### src/rtl/dino_pkg.sv
`default_nettype none
// ============================================================================
// Module   : dino_pkg
// Purpose  : Shared constants for the dino runner game: LFSR geometry,
//            feedback taps, default seed and obstacle-spawn mode encodings.
// Revision : 1.0 - initial release
// ============================================================================
package dino_pkg;

    localparam int LFSR_W = 8;

    // Fibonacci taps 8,6,5,4 expressed as a bit mask over q[7:0]
    localparam logic [LFSR_W-1:0] LFSR_TAPS = 8'b1011_1000;

    localparam logic [LFSR_W-1:0] DEFAULT_SEED = 8'hA5;

    localparam int OBS_MODE_LFSR  = 0;
    localparam int OBS_MODE_FIXED = 1;

    // Feedback bit: XOR of all tapped positions
    function automatic logic lfsr_feedback(input logic [LFSR_W-1:0] q);
        return ^(q & LFSR_TAPS);
    endfunction

endpackage
`default_nettype wire

### src/rtl/dino_lfsr.sv
`default_nettype none
// ============================================================================
// Module   : dino_lfsr
// Purpose  : 8-bit Fibonacci LFSR that advances one step when en is high.
//            An all-zero seed would lock the register, so it becomes 8'h01.
// Revision : 1.0 - initial release
// ============================================================================
module dino_lfsr
    import dino_pkg::*;
(
    input  logic              clk,
    input  logic              reset,
    input  logic              en,
    input  logic [LFSR_W-1:0] seed,
    output logic [LFSR_W-1:0] q
);

    logic [LFSR_W-1:0] w_seed_safe;

    assign w_seed_safe = (seed == '0) ? {{(LFSR_W-1){1'b0}}, 1'b1} : seed;

    // Shift left, feeding the tap XOR into bit 0
    always_ff @(posedge clk) begin
        if (reset) begin
            q <= w_seed_safe;
        end else if (en) begin
            q <= {q[LFSR_W-2:0], lfsr_feedback(q)};
        end
    end

endmodule
`default_nettype wire

### src/rtl/dino_runner.sv
`default_nettype none
// ============================================================================
// Module   : dino_runner
// Purpose  : Two-row side-scrolling runner game. Obstacles scroll toward
//            column 0 once per game tick; the dino at column 0 jumps on a
//            rising edge of jmp and collides with an obstacle if grounded.
// Revision : 1.0 - initial release
// ============================================================================
module dino_runner
    import dino_pkg::*;
#(
    parameter int                COLS       = 8,
    parameter int                TICK_DIV   = 4,
    parameter int                JUMP_TICKS = 3,
    parameter int                OBS_MODE   = OBS_MODE_LFSR,
    parameter int                OBS_PERIOD = 12,
    parameter int                SCORE_W    = 8,
    parameter logic [LFSR_W-1:0] SEED       = DEFAULT_SEED
) (
    input  logic                 clk,
    input  logic                 reset,
    input  logic                 jmp,
    output logic [2*COLS-1:0]    grid_out,
    output logic                 game_over,
    output logic [SCORE_W-1:0]   score
);

    localparam int TW = (TICK_DIV > 1) ? $clog2(TICK_DIV) : 1;
    localparam int AW = $clog2(JUMP_TICKS + 1);
    localparam int PW = (OBS_PERIOD > 1) ? $clog2(OBS_PERIOD) : 1;

    logic [TW-1:0]     r_tick_cnt;
    logic [COLS-1:0]   r_obs;
    logic [AW-1:0]     r_air_cnt;
    logic              r_jmp;
    logic [LFSR_W-1:0] w_lfsr;
    logic              w_unused_lfsr;

    logic              w_tick;
    logic              w_spawn;
    logic [COLS-1:0]   w_obs_next;
    logic              w_grounded;
    logic              w_collide;
    logic              w_jump_accept;

    // A tick only fires while the game is live, so every tick-driven state
    // freezes automatically after a collision.
    assign w_tick        = (r_tick_cnt == TW'(TICK_DIV - 1)) && !game_over;
    assign w_obs_next    = {w_spawn, r_obs[COLS-1:1]};
    assign w_grounded    = (r_air_cnt == '0);
    // Collision uses the pre-tick air state: a jump launched on this same
    // edge is already too late.
    assign w_collide     = w_tick && w_obs_next[0] && w_grounded;
    assign w_jump_accept = jmp && !r_jmp && w_grounded && !game_over && !w_collide;

    dino_lfsr u_lfsr (
        .clk   (clk),
        .reset (reset),
        .en    (w_tick),
        .seed  (SEED),
        .q     (w_lfsr)
    );

    generate
        if (OBS_MODE == OBS_MODE_FIXED) begin : g_spawn_fixed
            logic [PW-1:0] r_period;
            logic          w_period_hit;

            assign w_period_hit  = (r_period == PW'(OBS_PERIOD - 1));
            assign w_spawn       = w_period_hit;
            assign w_unused_lfsr = ^w_lfsr;

            // Period counter: wraps to 0 on the tick that spawns
            always_ff @(posedge clk) begin
                if (reset) begin
                    r_period <= '0;
                end else if (w_tick) begin
                    r_period <= w_period_hit ? '0 : r_period + PW'(1);
                end
            end
        end else begin : g_spawn_lfsr
            // Keep at least JUMP_TICKS empty columns behind the newest
            // obstacle so every obstacle can be cleared by a single jump.
            assign w_spawn       = (w_lfsr[1:0] == 2'b00) &&
                                   ~|r_obs[COLS-1 -: JUMP_TICKS+1];
            assign w_unused_lfsr = ^w_lfsr[LFSR_W-1:2];
        end
    endgenerate

    // Clock divider producing the game tick
    always_ff @(posedge clk) begin
        if (reset) begin
            r_tick_cnt <= '0;
        end else if (!game_over) begin
            r_tick_cnt <= (r_tick_cnt == TW'(TICK_DIV - 1)) ? '0 : r_tick_cnt + TW'(1);
        end
    end

    // Game state: obstacles, jump timer, score and collision flag
    always_ff @(posedge clk) begin
        if (reset) begin
            r_obs     <= '0;
            r_air_cnt <= '0;
            r_jmp     <= 1'b0;
            score     <= '0;
            game_over <= 1'b0;
        end else begin
            r_jmp <= jmp;

            if (w_tick) begin
                r_obs <= w_obs_next;
                if (w_collide) begin
                    game_over <= 1'b1;
                end else if (score != '1) begin
                    score <= score + SCORE_W'(1);
                end
            end

            if (w_jump_accept) begin
                r_air_cnt <= AW'(JUMP_TICKS);
            end else if (w_tick && !w_grounded) begin
                r_air_cnt <= r_air_cnt - AW'(1);
            end
        end
    end

    // Display: lower row carries obstacles plus the grounded dino, upper row
    // carries the airborne dino at column 0 only.
    assign grid_out[COLS-1:0]      = r_obs | {{(COLS-1){1'b0}}, w_grounded};
    assign grid_out[2*COLS-1:COLS] = {{(COLS-1){1'b0}}, !w_grounded};

endmodule
`default_nettype wire

### config.mk
export PLATFORM = sky130hd
export DESIGN_NAME = dino_runner
export DESIGN_NICKNAME = d
export VERILOG_FILES = /design/src/rtl/dino_pkg.sv /design/src/rtl/dino_lfsr.sv /design/src/rtl/dino_runner.sv
export SDC_FILE = /design/constraint.sdc
export NUM_CORES = 1
export LEC_CHECK = 0
export BUFFER_PORTS_ARGS = -buffer_cell sky130_fd_sc_hd__buf_2
export CAP_MARGIN = 30
export CORE_MARGIN = 2
export CORE_UTILIZATION = 46
export DETAILED_ROUTE_END_ITERATION = 10
export GPL_TIMING_DRIVEN = 0
export PLACE_DENSITY = 0.66
export SYNTH_ARGS = -nofsm -noshare
export SYNTH_HDL_FRONTEND = slang
export SYNTH_HIERARCHICAL = 1
export SYNTH_SLANG_ARGS = --single-unit
### constraint.sdc
create_clock -name clk -period 2.35 [get_ports clk]
set_clock_uncertainty 0.1 [all_clocks]
set_input_delay 0.1175 -clock clk [delete_from_list [all_inputs] [get_ports clk]]
set_output_delay 0.1175 -clock clk [all_outputs]
set_load 0.1 [all_outputs]
==> results.rst <==
.. list-table::
   :header-rows: 1

   * - Metric
     - Value
   * - Result of the run
     - finished clean
   * - RSZ-0062 raised after global routing
     - no
   * - GR Util All Layers
     - 16.8%
   * - Top Family by Delay on Critical Path
     - simple AND/OR/NAND/NOR gates
   * - Number of global-route vias before repair
     - 1071
   * - Synth area leaders
     - dfxtp_1 29%, edfxtp_1 16%, buf_4 7.0%
   * - WS Path Type
     - register to register
   * - Number of top-level pins
     - 28
   * - Number of antenna violations at the first check in global routing
     - 0
   * - Layout fillers
     - 290
   * - Largest fanout on the critical path
     - 10
   * - Routed via count
     - 1159
   * - Top_reg_cell synth
     - dfxtp_1
   * - DR iter-0 viols
     - 36
   * - Type of the tightest min-delay check
     - input pin to register
   * - Final antenna-violating net count
     - 0
   * - Effective utilization at floorplan
     - 49.0%
   * - First-pass GRT wire length
     - 4510 µm
   * - Crit path required time
     - 2.32 ns
   * - Final Non-Filler Cells
     - 249
   * - Synth async-reset ratio
     - 0%
   * - GPL Wtd Cong
     - 0.793
   * - Clock latency on the worst-skew pair
     - 0.33 ns
   * - Pre-antenna DRT Iters
     - 5
   * - Distinct cell type count of the synthesized netlist
     - 42
   * - Die Wd
     - 61.3 µm
   * - Number of synthesized flops with an enable pin
     - 8
   * - Antenna Cells
     - 0
   * - Cell area after synthesis
     - 1510 µm²
   * - Ratio of final minimum period to clock period
     - 84.4%
   * - Setup_tns
     - 0 ns
   * - Flops & latches, synth
     - 30
   * - Cell with the most instances after synthesis
     - dfxtp_1
   * - Area of the core
     - 3080 µm²
   * - Final critical delay including setup and external delays
     - 1.98 ns
   * - Maximum level of the CTS H-tree
     - 2
   * - Pin count of the biggest net entering global routing
     - 11
   * - Crit path largest cell delay
     - 0.44 ns
   * - Sequential fraction of the synthesis area
     - 45.1%
   * - Post-CTS clock slew at the launch and capture registers of the worst setup and hold paths
     - 0.09 ns
   * - Clk root buf
     - clkbuf_4
   * - Maximum operating frequency
     - 504 MHz
   * - Largest voltage drop on the vdd net
     - 443 µV
   * - Top cell types by occurrence after synthesis
     - 22 x dfxtp_1, 16 x nand2_1, 15 x a21oi_1
   * - Pins Over Slew Limit
     - 0
   * - Sink Count
     - 30
   * - Fraction of layout instances using a drive strength above 1
     - 29.8%
   * - CP endpoint kind
     - register
   * - Cell type of the slowest stage on the worst timing path
     - or2_2
   * - Syn Area/Cell
     - 9.66 µm²
   * - Count of mapped cells out of synthesis
     - 156
   * - Port Buf Inserts
     - 20
   * - Clock Tree Buf Depth
     - 2
   * - Pwr dens
     - 639 nW/µm²
   * - Die outline height
     - 61.3 µm
   * - Most area-hungry cell type in the Yosys netlist
     - dfxtp_1
   * - Count of final setup violators
     - 0
   * - Aggregate routed wire length
     - 2660 µm
   * - Routed WL per cell
     - 10.7 µm
   * - Estimated wirelength of the detail-placed design
     - 1900 µm
   * - Leakage component of the power
     - 0.792 nW
   * - CTS Buf Count
     - 5
   * - Aggregate global routing overflow
     - 0
   * - Max-cap viol count
     - 0
   * - Crit path cell chain
     - ha_1, nand2b_4, buf_2, clkinv_1, or2_2
   * - Area growth syn-to-layout
     - 19.9%
   * - Number of warnings issued by yosys
     - 6
   * - Top cell type's share of synthesized area
     - 29.2%
   * - Number of hold-slack violations in the final timing report
     - 0
   * - Cell Count Post-Placement
     - 240
   * - Buffers & Inverters on Critical Path
     - 2
   * - Row cnt
     - 20
   * - Final #Nets
     - 210
   * - Die Outline Area
     - 3750 µm²
   * - Avg Vias per Cell
     - 4.65
   * - Startpoint type of the worst setup path
     - register
   * - Critical path data arrival time
     - 1.95 ns
   * - Cts repair resizes
     - 0
   * - Remaining routing DRC violations
     - 0
   * - Clock tree from TritonCTS
     - done
-- stage by stage --
stage / setup slack [ns] / util (%) / cell area, µm² / total power, mW / hold slack, ns
finish: 0.367 / 58.7 / 1810 / 1.15 / 0.0802
global route: 0.227 / 58.7 / 1810 / 1.22 / 0.0932
CTS: 0.355 / 58.7 / 1810 / 1.17 / 0.0525
detailed placement: 0.363 / 56.5 / 1740 / 0.845 / 0.276
global placement: 0.410 / 56.5 / 1740 / 0.838 / 0.258
floorplan: 0.111 / - / 1580 / 0.812 / 0.146
-- cell families after synthesis --
family / after synthesis / share of synthesized area, %
other cells: 2 / 0.498
fa+ha+maj: 3 / 2.49
xor+xnor: 4 / 2.32
mux: 12 / 8.96
simple gates: 57 / 21.1
compound gates: 23 / 9.05
flops: 30 / 45.1
buf+inv: 25 / 10.5
-- cell type report --
| type | count | area (µm²) | area share, % |
|---|---|---|---|
| Buffer | 19 | 135 | 7.47 |
| Clock buffer | 8 | 58.8 | 3.25 |
| Inverter | 6 | 22.5 | 1.25 |
| Multi-Input combinational cell | 121 | 744 | 41.2 |
| Sequential cell | 30 | 682 | 37.7 |
| Tap cell | 44 | 55.1 | 3.04 |
| Timing Repair Buffer | 21 | 110 | 6.09 |
-- worst paths after layout --
kind / start / to / slack [ns] / cells after the start
max: r_tick_cnt[0] / u_lfsr/q[7] / 0.37 / 5
min: reset / score[1] / 0.08 / 3
min reg2reg: r_obs[0] / r_obs[0] / 0.38 / 2
max reg2reg: r_tick_cnt[0] / u_lfsr/q[7] / 0.37 / 5
-- flip-flops by register name, indices dropped and copies added, names as in the netlist --
| name | cells |
|---|---|
| r_jmp | 1 |
| u_lfsr/q | 8 |
| r_air_cnt | 2 |
| game_over | 1 |
| score | 8 |
| r_tick_cnt | 2 |
| r_obs | 8 |
-- power by group --
part	total (mW)	switching [mW]	internal [mW]
sequential	0.578	0.0152	0.563
clock	0.319	0.172	0.147
combinational	0.257	0.188	0.0689
-- tightest hold or removal path: cells and delay by family --
kind / cells / cell delay [ns]
buf+inv: 1 / 0.16
simple gates: 1 / 0.12
mux: 1 / 0.06
-- cell usage in the layout (no fill, tap or decap), types with 5 or more instances in the layout --
cell / instances
mux2_2: 8
dfxtp_1: 21
clkbuf_4: 5
a21oi_1: 15
conb_1: 22
nand2_1: 16
inv_1: 5
buf_4: 14
buf_2: 23
nor2_1: 9
edfxtp_1: 8
-- what timing repair did --
action / 4_1_cts / 5_1_grt
hold buffers: 1 / 0
endpoints found under the hold margin: 2 / 0
buffers inserted: 0 / 0
-- per-layer routing --
layer | vias to the layer above | track usage [%] | routed length [µm]
li1 | 604 | - | -
met1 | 525 | 18.4 | 1210
met2 | 22 | 28.3 | 1270
met3 | 8 | 6.30 | 128
met4 | 0 | 8.70 | 51
met5 | - | 0 | 0
(Power assumes the default switching activity.)
